--- src/rtl/cfm_reset_pkg.sv ---
// Shared definitions for the reset sequencer.
// Contents:
//   seq_state_t   - sequencer FSM encoding, also driven out on the state port
//   LOCK_CNT_MAX  - saturation value of the lock-loss event counter
package cfm_reset_pkg;

    typedef enum logic [1:0] {
        ST_WAIT_LOCK = 2'd0,
        ST_DELAY     = 2'd1,
        ST_RELEASE   = 2'd2,
        ST_RUN       = 2'd3
    } seq_state_t;

    localparam logic [7:0] LOCK_CNT_MAX = 8'd255;

endpackage

--- src/rtl/sync2.sv ---
// Two-flop synchroniser for a single asynchronous level.
// Ports:
//   clk   - destination clock
//   rst_n - asynchronous active-low clear, both flops go to 0
//   d     - asynchronous input
//   q     - synchronised output, two clk edges of latency
module sync2 (
    input  logic clk,
    input  logic rst_n,
    input  logic d,
    output logic q
);

    logic meta_reg;
    logic q_reg;

    always_ff @(posedge clk or negedge rst_n) begin
        if (!rst_n) begin
            meta_reg <= 1'b0;
            q_reg    <= 1'b0;
        end else begin
            meta_reg <= d;
            q_reg    <= meta_reg;
        end
    end

    assign q = q_reg;

endmodule

--- src/rtl/reset_sequencer.sv ---
// Board-level reset sequencer placed between the PLL and the core(s).
// Qualifies PLL lock over LOCK_WINDOW consecutive synchronised samples,
// holds reset for RELEASE_DELAY cycles, then releases STAGES reset domains
// one by one, STAGE_GAP cycles apart. Lock loss sends it back to lock
// qualification; a soft request restarts the delay without requalifying.
// Ports:
//   clk_core        - core clock (PLL output)
//   reset_n         - asynchronous active-low reset
//   pll_locked      - raw PLL lock, asynchronous to clk_core
//   soft_req        - single-cycle soft reset request
//   stage_reset_n   - per-domain active-low resets, bit 0 released first
//   ready           - all stages released
//   state           - FSM state (0 WAIT_LOCK, 1 DELAY, 2 RELEASE, 3 RUN)
//   lock_lost_count - saturating count of lock losses seen in RUN
module reset_sequencer
    import cfm_reset_pkg::*;
#(
    parameter int LOCK_WINDOW   = 4,
    parameter int RELEASE_DELAY = 128,
    parameter int STAGES        = 2,
    parameter int STAGE_GAP     = 16
) (
    input  logic              clk_core,
    input  logic              reset_n,
    input  logic              pll_locked,
    input  logic              soft_req,
    output logic [STAGES-1:0] stage_reset_n,
    output logic              ready,
    output logic [1:0]        state,
    output logic [7:0]        lock_lost_count
);

    localparam int CW = $clog2(RELEASE_DELAY) + 1;
    localparam int GW = $clog2(STAGE_GAP) + 1;
    localparam int PW = $clog2(STAGES) + 1;

    logic                   sync_locked;
    seq_state_t             state_reg, state_next;
    logic [LOCK_WINDOW-1:0] window_reg, window_next;
    logic [CW-1:0]          cnt_reg, cnt_next;
    logic [GW-1:0]          gap_reg, gap_next;
    logic [PW-1:0]          ptr_reg, ptr_next;
    logic [STAGES-1:0]      stage_reg, stage_next;
    logic                   ready_reg, ready_next;
    logic [7:0]             count_reg, count_next;
    logic [STAGES-1:0]      ptr_mask;

    sync2 u_lock_sync (
        .clk   (clk_core),
        .rst_n (reset_n),
        .d     (pll_locked),
        .q     (sync_locked)
    );

    // One-hot decode of the stage pointer: the bit to release next.
    genvar gi;
    generate
        for (gi = 0; gi < STAGES; gi++) begin : g_ptr_mask
            assign ptr_mask[gi] = (ptr_reg == PW'(gi));
        end
    endgenerate

    always_ff @(posedge clk_core or negedge reset_n) begin
        if (!reset_n) begin
            state_reg  <= ST_WAIT_LOCK;
            window_reg <= '0;
            cnt_reg    <= '0;
            gap_reg    <= '0;
            ptr_reg    <= '0;
            stage_reg  <= '0;
            ready_reg  <= 1'b0;
            count_reg  <= '0;
        end else begin
            state_reg  <= state_next;
            window_reg <= window_next;
            cnt_reg    <= cnt_next;
            gap_reg    <= gap_next;
            ptr_reg    <= ptr_next;
            stage_reg  <= stage_next;
            ready_reg  <= ready_next;
            count_reg  <= count_next;
        end
    end

    always_comb begin
        state_next  = state_reg;
        // The lock window keeps sampling in every state; the cast keeps the
        // youngest LOCK_WINDOW bits so LOCK_WINDOW==1 needs no special case.
        window_next = LOCK_WINDOW'({window_reg, sync_locked});
        cnt_next    = cnt_reg;
        gap_next    = gap_reg;
        ptr_next    = ptr_reg;
        stage_next  = stage_reg;
        ready_next  = ready_reg;
        count_next  = count_reg;

        if (state_reg == ST_WAIT_LOCK) begin
            // soft_req is deliberately ignored while waiting for lock.
            if (&window_reg) begin
                state_next = ST_DELAY;
                cnt_next   = '0;
            end
        end else if (!sync_locked) begin
            // Lock loss outranks a coincident soft request.
            state_next  = ST_WAIT_LOCK;
            window_next = '0;
            cnt_next    = '0;
            gap_next    = '0;
            ptr_next    = '0;
            stage_next  = '0;
            ready_next  = 1'b0;
            if (state_reg == ST_RUN && count_reg != LOCK_CNT_MAX) begin
                count_next = count_reg + 8'd1;
            end
        end else if (soft_req) begin
            // Lock is still good, so skip requalification.
            state_next = ST_DELAY;
            cnt_next   = '0;
            gap_next   = '0;
            ptr_next   = '0;
            stage_next = '0;
            ready_next = 1'b0;
        end else begin
            case (state_reg)
                ST_DELAY: begin
                    if (cnt_reg == CW'(RELEASE_DELAY - 1)) begin
                        stage_next = stage_reg | STAGES'(1);
                        gap_next   = '0;
                        ptr_next   = PW'(1);
                        if (STAGES == 1) begin
                            state_next = ST_RUN;
                            ready_next = 1'b1;
                        end else begin
                            state_next = ST_RELEASE;
                        end
                    end else begin
                        cnt_next = cnt_reg + CW'(1);
                    end
                end
                ST_RELEASE: begin
                    if (gap_reg == GW'(STAGE_GAP - 1)) begin
                        stage_next = stage_reg | ptr_mask;
                        gap_next   = '0;
                        if (ptr_reg == PW'(STAGES - 1)) begin
                            state_next = ST_RUN;
                            ready_next = 1'b1;
                        end else begin
                            ptr_next = ptr_reg + PW'(1);
                        end
                    end else begin
                        gap_next = gap_reg + GW'(1);
                    end
                end
                default: begin
                    // ST_RUN: everything stays released.
                end
            endcase
        end
    end

    assign stage_reset_n   = stage_reg;
    assign ready           = ready_reg;
    assign state           = state_reg;
    assign lock_lost_count = count_reg;

endmodule

--- config.mk ---
export PLATFORM = sky130hd
export DESIGN_NAME = reset_sequencer
export DESIGN_NICKNAME = d
export VERILOG_FILES = /design/src/rtl/cfm_reset_pkg.sv /design/src/rtl/sync2.sv /design/src/rtl/reset_sequencer.sv
export SDC_FILE = /design/constraint.sdc
export NUM_CORES = 1
export LEC_CHECK = 0
export ABC_AREA = 1
export CORE_MARGIN = 1.5
export CORE_UTILIZATION = 25
export CTS_CLUSTER_DIAMETER = 80
export DETAILED_ROUTE_END_ITERATION = 10
export GPL_TIMING_DRIVEN = 0
export PLACE_DENSITY = 0.4
export SLEW_MARGIN = 20
export SYNTH_ARGS = -nofsm -noshare
export SYNTH_HDL_FRONTEND = slang
export SYNTH_SLANG_ARGS = --single-unit
--- constraint.sdc ---
create_clock -name clk_core -period 3.1 [get_ports clk_core]
set_input_delay 0.465 -clock clk_core [delete_from_list [all_inputs] [get_ports clk_core]]
set_output_delay 0.465 -clock clk_core [all_outputs]
set_load 0.02 [all_outputs]
==> results.md <==
* Status: finished clean
* Slew @ Worst Pin at between 400 and 500 ps
* Synthesized net count at 269
* Setup CP Type: reg2reg
* Drt first pass iters at 4
* Avg Cell Area, Syn at about 7.7 sq um
* CTS sink cnt at 34
* FF+latch count, synth at 34
* Syn-to-layout area delta at 20.56%
* Total Wirelength at around 4200 um
* Max Fclk at 536.6 MHz
* Max_cap viols at 0
* # resized after CTS at 0
* First-pass GRT wire length at 7369 um
* Post-CTS Hold Fix Bufs at 0
* Max Slew Vio Count at 0
* Hold WC Path Type: in2async
* Root Buffer Master: clkbuf_8
* Clk_skew at 5.585 ps
* 1st-iter DRT viols at between 70 and 80
* Hold WS at around 100 ps
* YS warnings at 0
* Endpoints failing setup at 0
* Rel. slew slack at 0.7173
* Max FO, Critical Path at 10
* CP required at 3260 ps
* Vias at 1587
* CP Launch Type: flop
* Die X at 91.39 um
* Nets at 293
* GRT overflow at 0
* DRC at 0
* Area occupied by multi-input gates at 939.7 sq um
* Post-synth EDFFs at 0
* Vias per std cell at 4.154
* Cell variety after synth at 26
* Initial Utilization at 0.2554
* Chip Height at between 90 and 100 um
* Fraction of registers with async set or reset after synthesis at 1.000
* Leak Pwr at between 1 and 1.5 nW
* H-tree Lvls at 2
* Initial antenna violation count at 0
* I/O Pins at 17
* Core box area at 7647 sq um
* Final WS setup at roughly 1200 ps
* Number of inserted diodes at 0
* Max Buffers Root-to-Sink at 2
* Avg WL per Cell at around 11 um
* Port Buffers at 16
* Pin count of the biggest net entering global routing at 21
* Most frequent cells in the layout: nand2_1, inv_1, dfrtp_1
* Layout cells sized above 1 at 0.1000
* # fillers at 820
* RSZ-0062 raised after global routing: false
* Setup TNS at 0 ps
* Final Wtd Congestion at roughly 0.74
* Total track usage at 0.1103
* Clock Latency Late Sink at about 280 ps
* Pwr Density at 658.1 nW/um^2
* Max VDD drop at 293.9 uV
* Die area at 8352 sq um
* CTS tree: built
* Synth Instances at 255
* Fin crit share at 0.6011
* FF+latch area at 850.8 sq um
* Final Hold Fails at 0
* Leading cell type in the layout, fill and taps excluded: nand2_1
* Num CTS Buffers at 5
* CP endpoint kind: flop
* Final min period at 1864 ps
* Mapped cell area at 1953 sq um
* Reg clk slew, reported paths at 70 ps
* Number of global-route vias before repair at 1532
* Cell Rows at 32
* Worst EP arrival at 2020 ps
* Postcts setup bufs at 0
* Antenna-violating nets left at 0
* Seq/Total Area, Yosys at 0.4356
* Main synth FF type: dfrtp_1
* DP Worst Slack at 1039 ps
* Detail Placement HPWL at 3218 um
[kinds of logic after synthesis]
kind of cell | synth area share
adders and majority gates | 0.06406
AOI/OAI and AO/OA | 0.06278
and+or+nand+nor | 0.3229
buffers and inverters | 0.08328
DFF | 0.4356
xor gates and xnor gates | 0.03139
[cell usage after synthesis (2+ instances only)]
cell type | count | area [sq um]
or2_2 | 2 | 12.51
inv_2 | 3 | 11.26
nor2_4 | 3 | 33.78
nand2_2 | 4 | 25.02
dfrtp_1 | 34 | 850.8
nor3_1 | 3 | 15.01
nand4_1 | 2 | 12.51
nand2_1 | 70 | 262.8
nor2_1 | 28 | 105.1
o21ai_0 | 16 | 80.08
nand3_2 | 2 | 20.02
inv_4 | 2 | 12.51
inv_1 | 34 | 127.6
a21oi_1 | 6 | 30.03
xnor2_1 | 6 | 52.55
ha_1 | 10 | 125.1
nand3_1 | 21 | 105.1
[critical path: stages, from the launching register on]
cell and delay, ps:
dfrtp_1 460, inv_1 90, ha_1 340, nor2_1 310
and2_1 190, nand2_2 90, buf_6 150, nand2_1 50
o21ai_0 70
[stage by stage]
stage,std cells,instance area (sq um),util,power [mW]
2_1_floorplan,255,1953,-,1.015
3_3_place_gp,373,2241,0.2930,1.229
3_5_place_dp,374,2263,0.2960,1.233
4_1_cts,382,2355,0.3079,1.585
5_1_grt,382,2355,0.3079,1.688
6_report,382,2355,0.3079,1.550
[report_power, final]
| part | switching, mW | internal, mW | total (mW) |
|---|---|---|---|
| Clock | 0.154 | 0.179 | 0.333 |
| Sequential | 0.0622 | 0.508 | 0.570 |
| Combinational | 0.425 | 0.222 | 0.646 |
| Total | 0.641 | 0.908 | 1.55 |
[layout make-up]
cell class,count,share of cell area
buffer,1,0.004782
clock buffer,7,0.03666
clock inverter,1,0.002125
inverter,39,0.06429
multi-input combinational,181,0.3990
sequential,34,0.3613
tap,102,0.05420
timing repair buffer,17,0.07758
[worst paths after layout]
| kind | start | to | slack (ps) | depth (start not counted) |
|---|---|---|---|---|
| max in group asynchronous | reset_n | cnt_reg[4] | 2560 | 2 |
| max reg2reg | state[1] | lock_lost_count[5] | 1240 | 8 |
| min in group clk_core | u_lock_sync.meta_reg | u_lock_sync.q | 350 | 0 |
| min | reset_n | lock_lost_count[5] | 100 | 1 |
| min reg2reg | u_lock_sync.meta_reg | u_lock_sync.q | 350 | 0 |
| max | state[1] | lock_lost_count[5] | 1240 | 8 |
[routing by layer]
metal,track usage,share of wire
met5,0,0
met4,0.03516,0.0072
met3,0.02513,0.027
met2,0.1667,0.44
met1,0.1547,0.53
Note: power is estimated with default switching activity, not from simulation.
==> variant 1: new RTL, config.mk and constraints unchanged <==
Put one more register stage on the output `lock_lost_count`, with the module's reset. The value now appears one clock later. The other outputs are not delayed to match.
--- a/src/rtl/reset_sequencer.sv
+++ b/src/rtl/reset_sequencer.sv
@@ -162,5 +162,11 @@
     assign ready           = ready_reg;
     assign state           = state_reg;
-    assign lock_lost_count = count_reg;
+    always_ff @(posedge clk_core or negedge reset_n) begin
+        if (!reset_n) begin
+            lock_lost_count <= '0;
+        end else begin
+            lock_lost_count <= count_reg;
+        end
+    end
 
 endmodule
Function: no difference found for any inputs over 10 cycles, from zero or initial values and one cycle with reset_n low; that may be too few to reach the edited logic, so the function may still have changed.
==> variant 1 against the original RTL <==
Sequential cell count rose by 8. Worst setup slack got worse by 0.039 ns. Total power increased by 11%. Combinational power down 7.9%. Highest routed layer unchanged. Area after synthesis up 11%. Routed wire length up 11%. Critical path type unchanged. Critical endpoint is now cnt_reg[5]$_DFFE_PN0P_. Design area up 10%. Synthesized cell count increased by 5.9%.
==> variant 1: results <==
[status]
status = "finished clean"

[route]
vias = 1708
drt-initial-drc-count = 45

[power_and_ir_drop]
ir_worst_vdd_uv = 264.4
p_int_mw = 1.073
power_clock_mw = 0.442

[timing]
timing.hold.ws_ns = 0.07295
fin_skew_ns = 0.007451
relSlewSlack_pct = 74.41
fin_crit_ns = 1.902

[critical_path]
regToRegSetupSlack_ns = 1.20
endpoint = "cnt_reg[5]$_DFFE_PN0P_"
cp-startpoint = "state[0]$_DFFE_PN0P_"
cp_max_fo = 9
arrival_ns = 2.09

[layout]
multi_input_area_um2 = 953.4
final_cell_count_no_fill = 400
fillers = 866
drive_gt1_share_pct = 8.814
nNetsFinal = 308

[min_path]
hp-class = "input port to asynchronous set/reset pin"

[placement]
dp_cells = 392
dp_slack_ns = 0.8761
gp_congestion = 0.8185

[clocking]
clk_path_buf_depth = 2

[yosys]
synth.yosys.seq_area_share_pct = 48.36
yosys-top-cells-count = "nand2_1, dfrtp_1, inv_1"
synth.net_count = 284
synthCells = 270
synthTopCellsByArea = "dfrtp_1, nand2_1, inv_1"

[grt]
grt_pass1_wl_um = 8093
track_usage_pct = 11.52
variant 1: worst max-delay path, stage by stage, from the launching register on:
cell	delay, ns
dfrtp_1	0.45
inv_1	0.11
ha_1	0.33
nor2_2	0.31
nand3_2	0.21
nand2_4	0.17
inv_2	0.07
nand3_1	0.08
nand2_1	0.05
variant 1: kinds of logic after synthesis:
group,synth area share (%)
buf+inv,7.772
simple gates,29.48
flops,48.36
fa+ha+maj,5.757
compound gates,6.218
xor+xnor,2.418
variant 1: final cells by class:
cell class | instances | share of cell area [%]
Clock buffer | 6 | 2.802
Buffer | 2 | 0.7246
Multi-Input combinational cell | 186 | 36.81
Sequential cell | 42 | 40.58
Timing Repair Buffer | 17 | 6.763
Inverter | 40 | 5.797
Clock inverter | 2 | 1.449
Tap cell | 105 | 5.072
variant 1: metal layers:
metal	track usage [%]	part of all wire, %	vias up
met3	2.607	3.2	2
met2	17.08	44	19
met5	0	0	-
met1	16.26	52	788
li1	-	-	899
met4	4.167	0.89	0
==> variant 2: new RTL, same settings <==
Made on the original files. Change the package constant `LOCK_CNT_MAX` from 8'd255 to 8'd127.
--- a/src/rtl/cfm_reset_pkg.sv
+++ b/src/rtl/cfm_reset_pkg.sv
@@ -12,5 +12,5 @@
     } seq_state_t;
 
-    localparam logic [7:0] LOCK_CNT_MAX = 8'd255;
+    localparam logic [7:0] LOCK_CNT_MAX = 8'd127;
 
 endpackage
Check against the original RTL: no difference found for any inputs over 10 cycles, from zero or initial values and one cycle with reset_n low; that may be too few to reach the edited logic, so the function may still have changed.
==> variant 2 against the original RTL <==
Synthesized cell count shrank 1.2%. Routed wire length shrank 0.53%. Sequential cell count is the same. Design area shrank 0.74%. Non-clock buffer count is the same. Maximum frequency shrank 1.0%. Critical path depth grew 1. Worst setup slack lost 0.019 ns. Total power shrank 0.71%. Area after synthesis shrank 0.70%. Critical endpoint is now cnt_reg[0]$_DFFE_PN0P_. Largest power group unchanged.
==> variant 2: results <==
[status]
status = "finished clean"

[clocking]
root_buffer = "clkbuf_8"
cts.repair.resized = 0
clk_path_buf_depth = 2
htree_levels = 2
clkTransAtPathRegs_ns = 0.07
post_cts_buffers = 0
cts_buffers = 5
clock_latency_ns = 0.29

[yosys]
ys_types = 25
yosys-top-cells-count = "nand2_1, dfrtp_1, nor2_1"
synth_ff_type = "dfrtp_1"
synthTopCellsByArea = "dfrtp_1, nand2_1, ha_1"
synthArstFlopShare_pct = 100.0
synth.net_count = 266
ys_warn_count = 0
synth.yosys.seq_area_share_pct = 43.87

[route]
drt-initial-drc-count = 31
drt-pass1-iter-count = 4
wire_per_inst_um = 10.98
drc = 0
vias_per_cell = 4.109

[grt]
grt_max_degree = 19
grt_pass1_wl_um = 7410
antenna_found_initial = 0
grtUsageMet3_pct = 2.513
grtUsageMet1_pct = 14.82
track_usage_pct = 11.43
grt_pass1_vias = 1626
met2_usage_pct = 17.41

[placement]
gp_congestion = 0.7543
port_buffers = 16
placed_area_mm2 = 0.002246
hpwlAfterDp_um = 3143

[critical_path]
worst_r2r_endpoint = "lock_lost_count[2]$_DFFE_PN0P_"
r2r_cells = 8
cp_max_fo = 7
arrival_ns = 2.06
crit-reg2reg-launch = "state[0]$_DFFE_PN0P_"
regToRegSetupSlack_ns = 1.27

[timing]
fin_skew_ns = 0.006303
worst_slew_pin_slew_ns = 0.4613

[layout]
nNetsFinal = 290
antenna_cells = 0
drive_gt1_share_pct = 11.55
fillers = 838

[power_and_ir_drop]
ir_worst_vdd_uv = 275.1
total_leakage_power_nw = 1.106

[min_path]
hp-class = "input port to asynchronous set/reset pin"
[variant 2: routing by layer]
layer	routed length, um	up-vias
li1	-	837
met1	2123	683
met2	1797	15
met3	95	10
met4	111	0
met5	0	-
[variant 2: where the power goes]
| part | internal (mW) | total [mW] | switching, mW | leakage (nW) |
|---|---|---|---|---|
| Clock | 0.179 | 0.348 | 0.169 | 0.0482 |
| Sequential | 0.506 | 0.566 | 0.0598 | 0.457 |
| Combinational | 0.212 | 0.624 | 0.412 | 0.601 |
| Total | 0.898 | 1.54 | 0.641 | 1.11 |
[variant 2: final cells by class]
| class | count | area (um2) | share of cell area (%) |
|---|---|---|---|
| inverters | 40 | 150.1 | 6.424 |
| plain buffers | 1 | 7.507 | 0.3212 |
| flip-flops and latches | 34 | 850.8 | 36.40 |
| repair buffers | 17 | 182.7 | 7.816 |
| multi-input cells | 177 | 930.9 | 39.83 |
| clock buffers | 7 | 86.33 | 3.694 |
| clock inverters | 1 | 5.005 | 0.2141 |
| well taps | 99 | 123.9 | 5.300 |
[variant 2: logic make-up (layout without fill, tap and decap cells)]
family,after synthesis,after routing,synth area share [%]
buf+inv,41,66,8.129
flops,34,34,43.87
compound gates,21,21,5.935
fa+ha+maj,10,10,6.452
xor+xnor,7,7,3.161
simple gates,139,139,32.45
[variant 2: how the worst max path moves through the flow]
| stage | start | end | slack, ns |
|---|---|---|---|
| after floorplan | state[0]$_DFFE_PN0P_ | lock_lost_count[6]$_DFFE_PN0P_ | 1.35 |
| after global placement | reset_n | gap_reg[1]$_DFFE_PN0P_ | 0.58 |
| after detailed placement | soft_req | cnt_reg[5]$_DFFE_PN0P_ | 0.87 |
| after CTS | soft_req | cnt_reg[0]$_DFFE_PN0P_ | 1.19 |
| after global routing | soft_req | cnt_reg[3]$_DFFE_PN0P_ | 1.03 |
| final | soft_req | cnt_reg[0]$_DFFE_PN0P_ | 1.22 |
[variant 2: metrics by stage]
stage / std cells / setup WS (ns) / hold WS (ns) / power (mW)
after floorplan: 252 / 1.352 / 0.1694 / 0.9985
after global placement: 367 / 0.5827 / 0.3354 / 1.208
after detailed placement: 368 / 0.8738 / 0.3358 / 1.208
after CTS: 376 / 1.188 / 0.1343 / 1.574
after global routing: 376 / 1.025 / 0.1352 / 1.685
final: 376 / 1.217 / 0.1225 / 1.539
[variant 2: critical path: stages]
cell and delay (ns):
clkdlybuf4s50_1 0.53, inv_2 0.18, nand2_2 0.10, nor2_2 0.24
nand3_2 0.15, nand2_2 0.16, inv_2 0.09, nand3_1 0.07
o21ai_1 0.06
